File: src/rtl/mem_port_arbiter_pkg.sv
// rtl/mem_port_arbiter_pkg.sv - shared constants and types for the unified memory port arbiter
package mem_port_arbiter_pkg;

  localparam int DEF_RAM_AW      = 13;
  localparam int DEF_MAX_DSTREAK = 4;

  // Which port owns the RAM read that is in flight this cycle
  typedef enum logic [1:0] {
    TAG_NONE = 2'd0,
    TAG_IF   = 2'd1,
    TAG_D    = 2'd2
  } tag_e;

endpackage

File: src/rtl/mem_port_arbiter.sv
// rtl/mem_port_arbiter.sv - single-port RAM shared between fetch and load/store with data priority
import mem_port_arbiter_pkg::*;

module mem_port_arbiter #(
  parameter int RAM_AW      = DEF_RAM_AW,
  parameter int MAX_DSTREAK = DEF_MAX_DSTREAK
) (
  input  logic              clk,
  input  logic              reset,
  input  logic              if_req,
  input  logic [31:0]       if_addr,
  output logic              if_gnt,
  output logic              if_rvalid,
  output logic [31:0]       if_rdata,
  input  logic              d_req,
  input  logic              d_we,
  input  logic [3:0]        d_wmask,
  input  logic [31:0]       d_addr,
  input  logic [31:0]       d_wdata,
  output logic              d_gnt,
  output logic              d_rvalid,
  output logic [31:0]       d_rdata,
  output logic              d_err,
  output logic              ram_en,
  output logic              ram_we,
  output logic [3:0]        ram_wmask,
  output logic [RAM_AW-1:0] ram_addr,
  output logic [31:0]       ram_wdata,
  input  logic [31:0]       ram_rdata
);

  localparam int              SW         = $clog2(MAX_DSTREAK + 1);
  localparam logic [SW-1:0]   STREAK_MAX = SW'(MAX_DSTREAK);

  logic [SW-1:0] streak_q;
  tag_e          tag_q;
  tag_e          tag_d;
  logic [31:0]   if_rdata_q;
  logic [31:0]   d_rdata_q;
  logic          d_err_q;
  logic          d_oor;

  // Address bits outside the RAM word index are intentionally ignored for fetch
  logic unused_addr_bits;
  assign unused_addr_bits = ^{if_addr[31:RAM_AW+2], if_addr[1:0], d_addr[1:0]};

  assign d_oor = |d_addr[31:RAM_AW+2];

  // Grant: data wins unless fetch has already waited through MAX_DSTREAK data grants
  always_comb begin
    if_gnt = 1'b0;
    d_gnt  = 1'b0;
    if (d_req && (!if_req || (streak_q < STREAK_MAX))) begin
      d_gnt = 1'b1;
    end else if (if_req) begin
      if_gnt = 1'b1;
    end
  end

  // RAM drive from the granted port; out-of-range data accesses never touch the RAM
  always_comb begin
    ram_en    = if_gnt | (d_gnt & ~d_oor);
    ram_we    = d_gnt & d_we & ~d_oor;
    ram_wmask = d_we ? d_wmask : 4'b0000;
    ram_addr  = d_gnt ? d_addr[RAM_AW+1:2] : if_addr[RAM_AW+1:2];
    ram_wdata = d_wdata;
  end

  // Tag for the read issued this cycle; writes and rejected accesses return nothing
  always_comb begin
    tag_d = TAG_NONE;
    if (if_gnt) begin
      tag_d = TAG_IF;
    end else if (d_gnt && !d_we && !d_oor) begin
      tag_d = TAG_D;
    end
  end

  // Count data grants taken while fetch is waiting; any fetch grant or idle fetch clears it
  always_ff @(posedge clk or negedge reset) begin
    if (!reset) begin
      streak_q <= '0;
    end else if (if_gnt || !if_req) begin
      streak_q <= '0;
    end else if (d_gnt && (streak_q != STREAK_MAX)) begin
      streak_q <= streak_q + SW'(1);
    end
  end

  // Pending read tag and out-of-range flag, both live for exactly one cycle
  always_ff @(posedge clk or negedge reset) begin
    if (!reset) begin
      tag_q   <= TAG_NONE;
      d_err_q <= 1'b0;
    end else begin
      tag_q   <= tag_d;
      d_err_q <= d_gnt & d_oor;
    end
  end

  // Keep the last returned word per port so rdata stays stable between returns
  always_ff @(posedge clk or negedge reset) begin
    if (!reset) begin
      if_rdata_q <= '0;
      d_rdata_q  <= '0;
    end else begin
      if (tag_q == TAG_IF) if_rdata_q <= ram_rdata;
      if (tag_q == TAG_D)  d_rdata_q  <= ram_rdata;
    end
  end

  assign if_rvalid = (tag_q == TAG_IF);
  assign d_rvalid  = (tag_q == TAG_D);
  assign if_rdata  = if_rvalid ? ram_rdata : if_rdata_q;
  assign d_rdata   = d_rvalid  ? ram_rdata : d_rdata_q;
  assign d_err     = d_err_q;

endmodule

File: config.mk
export PLATFORM = sky130hd
export DESIGN_NAME = mem_port_arbiter
export DESIGN_NICKNAME = d
export VERILOG_FILES = /design/src/rtl/mem_port_arbiter_pkg.sv /design/src/rtl/mem_port_arbiter.sv
export SDC_FILE = /design/constraint.sdc
export NUM_CORES = 1
export LEC_CHECK = 0
export CAP_MARGIN = 40
export CORE_AREA = 2 2 99 101
export CTS_CLUSTER_DIAMETER = 40
export DETAILED_ROUTE_END_ITERATION = 10
export DIE_AREA = 0 0 101 103
export MAX_ROUTING_LAYER = met4
export PLACE_DENSITY = 0.86
export RECOVER_POWER = 100
export SLEW_MARGIN = 40
export SYNTH_ARGS = -nofsm -noshare
export SYNTH_HDL_FRONTEND = slang
export SYNTH_SLANG_ARGS = --single-unit
File: constraint.sdc
create_clock -name clk -period 2.86 [get_ports clk]
set_clock_uncertainty 0.1 [all_clocks]
set_input_delay 0.572 -clock clk [delete_from_list [all_inputs] [get_ports clk]]
set_output_delay 0.572 -clock clk [all_outputs]
set_load 0.02 [all_outputs]
[Word level (Yosys, flattened, before mapping)]
Cells that the tools add are included.
Word-level totals
  register bits after elaboration: 70
  input port bits: 137
  logic and storage cells: 38
Operators by class
  bitwise logic cells: 6
  muxes and demuxes: 11
  equality and inequality tests: 3
  reduce and logical (&&, ||, !) cells: 11
  order comparisons: 1
  add/subtract/negate cells: 1
Operators by type and width (count)
  $mux 32: 2
  $reduce_or 17->1: 1
  $mux 13: 1
  $mux 3: 2
  $and 1x1->1: 4
  $logic_and 1x1->1: 4
  $mux 2: 2
  $mux 4: 1
  $add 3x1->3 const B: 1
  $logic_not 1->1: 3
  $lt 3x3->1 const B: 1
  $mux 1: 3
  $ne 3x3->1 const B: 1
  $eq 2x1->1 const B: 1
  $eq 2x2->1 const B: 1
  $logic_or 1x1->1: 2
  $reduce_bool 2->1: 1
  $not 1->1: 1
  $or 1x1->1: 1

[Longest topological paths before layout]
Gate-level depths: netlist of the first run.
  depth in word-level cells: 8
  depth in mapped cells: 6

[Worst setup path after synthesis of the first run]
No wires, ideal clock.
  path kind: input-to-output
  start point: input port d_addr[23]
  end point: output port ram_we
  stages on the path: 3
  arrival time: 1.684 ns
  data required time: 2.188 ns
  path slack: 0.504 ns
  cells stage by stage: nor4_1 -> nand3_1 -> nor4_1
On the way
  cells in the longest elaborated chain, start to end: 3
Ends and longest elaborated chain
  start, declared: RTL line mem_port_arbiter.sv:18  | input logic [31:0] d_addr,
  $reduce_or 17->1: RTL line mem_port_arbiter.sv:47  | assign d_oor = |d_addr[31:RAM_AW+2];
  $not 1->1: RTL line mem_port_arbiter.sv:63  | ram_we = d_gnt & d_we & ~d_oor;
  $and 1x1->1: RTL line mem_port_arbiter.sv:63
  end, declared: RTL line mem_port_arbiter.sv:25  | output logic ram_we,
Every way passes these cells.

[Worst setup path in the final report of the first run]
  start point: input port if_req
  end point: output port d_gnt
On the way
  cells in the longest elaborated chain, start to end: 4
Ends and longest elaborated chain
  start, declared: RTL line mem_port_arbiter.sv:10  | input logic if_req,
  $logic_not 1->1: RTL line mem_port_arbiter.sv:53  | if (d_req && (!if_req || (streak_q < STREAK_MAX))) begin
  $logic_or 1x1->1: RTL line mem_port_arbiter.sv:53
  $logic_and 1x1->1: RTL line mem_port_arbiter.sv:53
  $mux 1: RTL line mem_port_arbiter.sv:53
  end, declared: RTL line mem_port_arbiter.sv:20  | output logic d_gnt,
Every way passes these cells.

==> results of run 1 <==
==> cells in the final DEF, fill, tap and decap left out <==
master / count
a21bo_2: 1
and2_1: 4
and4b_1: 2
buf_2: 1
buf_4: 6
buf_6: 2
clkbuf_1: 3
clkbuf_2: 2
clkbuf_4: 1
clkbuf_8: 10
clkdlybuf4s50_1: 141
clkinv_2: 2
clkinv_4: 1
dfrtp_1: 70
dlygate4sd1_1: 1
dlygate4sd2_1: 15
dlygate4sd3_1: 13
ha_1: 2
inv_1: 5
mux2_1: 49
mux2_4: 15
nand2_1: 41
nand2b_2: 1
nand3_1: 1
nor2_1: 1
nor2b_4: 1
nor3_1: 1
nor4_1: 5
nor4bb_1: 1
o21a_1: 1
o31ai_1: 1
==> critical path, delay by kind of cell <==
family	cells	cell delay (ns)
buf+inv	3	1.30
compound gates	1	0.25
==> per-layer routing <==
layer	track usage, %	routed length, um	share of wire (%)	vias to the layer above
met1	17.95	3137	33	1161
met4	5.821	138	1.5	0
li1	-	-	-	1091
met2	34.46	5316	56	134
met3	6.847	865	9.1	15
met5	-	0	0	-
==> final cells by class <==
class	count	area, um2	share of cell area, %
Clock buffer	12	145.1	2.929
Clock inverter	2	10.01	0.2020
Inverter	6	27.53	0.5554
Multi-Input combinational cell	127	1104	22.27
Sequential cell	70	1752	35.34
Tap cell	114	142.6	2.878
Timing Repair Buffer	183	1775	35.82
==> power by group <==
| part | total, uW | internal, uW | switching (uW) |
|---|---|---|---|
| clock network | 651 | 326 | 324 |
| registers | 1080 | 1060 | 19.8 |
| logic | 548 | 289 | 259 |
==> sequential cells by signal, indices dropped and copies added (netlist names) <==
register and count:
d_err 1, d_rdata_q 32, if_rdata_q 32, streak_q 3, tag_q 2
==> through the flow <==
stage	TNS (ns)	worst slack (ns)	total power [uW]
after floorplan	0	0.5040	1445
after global placement	-1.517	-0.2223	1711
after detailed placement	-1.656	-0.1884	1725
after CTS	0	0.06258	2383
after global routing	0	0.004653	2402
final	0	0.06532	2277
==> timing repair <==
item                                   in CTS  in global routing
buffers inserted                            0                  0
endpoints found under the hold margin       0                  0
gates resized for setup                    19                  3
setup endpoints to repair                  20                  2
hold buffers                                0                  0
==> worst paths after layout <==
path	from	endpoint
min in group asynchronous	reset	if_rdata_q[23]
min reg2reg	d_rdata_q[20]	d_rdata_q[20]
max	if_req	d_gnt
max in group asynchronous	reset	tag_q[0]
max reg2reg	tag_q[0]	d_rdata_q[26]
min	d_rdata_q[20]	d_rdata_q[20]
==> kinds of logic after synthesis <==
| logic type | synth area share, % |
|---|---|
| flip-flops | 51.76 |
| buffers and inverters | 11.16 |
| AO/OA/AOI/OAI | 0.7395 |
| AND/OR/NAND/NOR | 7.874 |
| multiplexers | 27.73 |
| adder cells (fa/ha/maj) | 0.7393 |
==> results.txt, run 1 <==
----------------------------------------------------
[Outcome]
  Result of the run ... complete, but fails checks
  Violations in the final reports ... max-capacitance violations, max-slew violations

[Synthesis]
  Top_reg_cell synth ... dfrtp_1
  Top cells by area in the synthesized netlist ... dfrtp_1 (52%), mux2_4 (26%), buf_4 (7.3%)
  Most instantiated library cell after synthesis ... dfrtp_1
  Synth top area share ... 51.76%
  Mapped Avg Cell Area ... 13.76 um2
  Most numerous cell types in the synthesized netlist ... dfrtp_1 (70), mux2_4 (58), nand2_1 (41), buf_4 (33), buf_6 (9)
  Nets in the synthesized netlist ... 385
  Netlist area before placement ... 3384 um2
  Post-synth ARST share ... 100.0%
  Dominant cell type by area after synthesis ... dfrtp_1
  Register bit total from synthesis ... 70
  Total number of yosys warnings ... 0
  Sequential share of the synthesized area ... 51.76%
  Post-synthesis cell count ... 246
  Number of enable-type register cells in the synthesized netlist ... 0
  Unique cell type count in the Yosys netlist ... 22

[Pwr]
  Worst IR drop on VDD ... 0.1923 mV
  Leakage Power ... 0.002295 uW
  Power Dens Cells ... 459.5 nW/um2

[Setup path]
  Largest stage delay on the critical path ... 0.62 ns
  Required time at the worst-slack endpoint ... 2.19 ns
  Critical Path AT ... 2.12 ns
  Worst Setup End Kind ... output pin
  Reg-to-reg slack, setup ... 1.41 ns
  CP Class ... in -> out
  Slowest CP cell ... clkdlybuf4s50_1
  Critical path startpoint category ... input pin
  Worst R2R Path Depth ... 3
  Crit-path max FO ... 15
  Ordered list of cells on the worst path ... dlygate4sd3_1 -> a21bo_2 -> clkinv_4 -> clkdlybuf4s50_1

[Placed design]
  Area of placed instances ... 4992 um2
  Final HPWL from detailed placement ... 7575 um
  Cell Count Post-Placement ... 500
  Gpl congestion ... 0.7941
  Port Buf Inserts ... 171

[Clock tree]
  # clock sinks ... 70
  H-tree depth ... 3
  TritonCTS buffer count ... 9
  Maximum buffer depth of the clock tree ... 2
  CTS tree ... built
  Clock-pin transition on the worst setup and hold timing paths ... 0.07 ns
  Clock insertion delay at the later pin of the skew report ... 0.33 ns
  Cell chosen for the clock root ... clkbuf_8

[Floorplan]
  Effective utilization at floorplan ... 35.78%
  Area of the die ... 10400 um2
  I/O Pins ... 257
  Die H ... 103 um
  DIE WIDTH ... 101 um
  Total core area ... 9459 um2
  Num rows ... 36

[STA]
  Achievable frequency ... 357.8 MHz
  Max Transition Viols Final ... 71
  Final worst path period need ... 2.795 ns
  Hold Worst Slack ... 0.3852 ns
  Relative slew slack ... -14.95%
  Setup repair after global routing missed its margin ... no
  Hold Violations, Final ... 0
  Final critical-path share of the clock period ... 97.72%
  Worst-margin pin slew ... 1.724 ns
  Final number of setup-violating endpoints ... 0

[Global route]
  Global-route wire length before repair ... 14080 um
  Number of global-route vias before repair ... 2595
  Maximum number of pins on one net before global-route repair ... 71
  Total global-route track usage ... 18.57%
  Total grt overflow ... 0
  Number of antenna violations at the first check in global routing ... 0

[Final layout]
  Fill cells ... 887
  Area growth from synthesis to layout ... 46.43%
  Antenna cell count ... 0
  # nets final ... 536
  Final cell count without fillers ... 514
  Layout cells sized above 1 ... 10.75%
  Utilization of the core after routing ... 52.39%
  Total non-filler cell area in the finished layout ... 4956 um2

[Route]
  Number of DRC markers in iteration 0 ... 44
  Detailed Routing Iterations Pass 1 ... 4
  Count of nets left with antenna violations after detail routing ... 0
  Vias per Instance ... 4.671
  DRT Wirelength ... 9457 um
  Routed vias ... 2401
  Final routed DRC violation total ... 0
  Routed length per placed instance ... 18.40 um

[Hold path]
  Class of the tightest hold or removal check ... reg -> reg
  Number of stages on the worst hold path ... 1

[Flow run]
  MaxCap Viol Count ... 1

----------------------------------------------------
No activity file was read; power rests on OpenSTA's default activity.
==> inputs of run 2 (changes only) <==
- HOLD_SLACK_MARGIN: default -> 0.12
==> results of run 2 <==
The final DEF is identical to that of run 1; final timing and power are the same.
==> inputs of run 3 (changes only) <==
- GPL_ROUTABILITY_DRIVEN: default -> 0
==> results of run 3 <==
The final DEF is identical to that of run 1; final timing and power are the same.
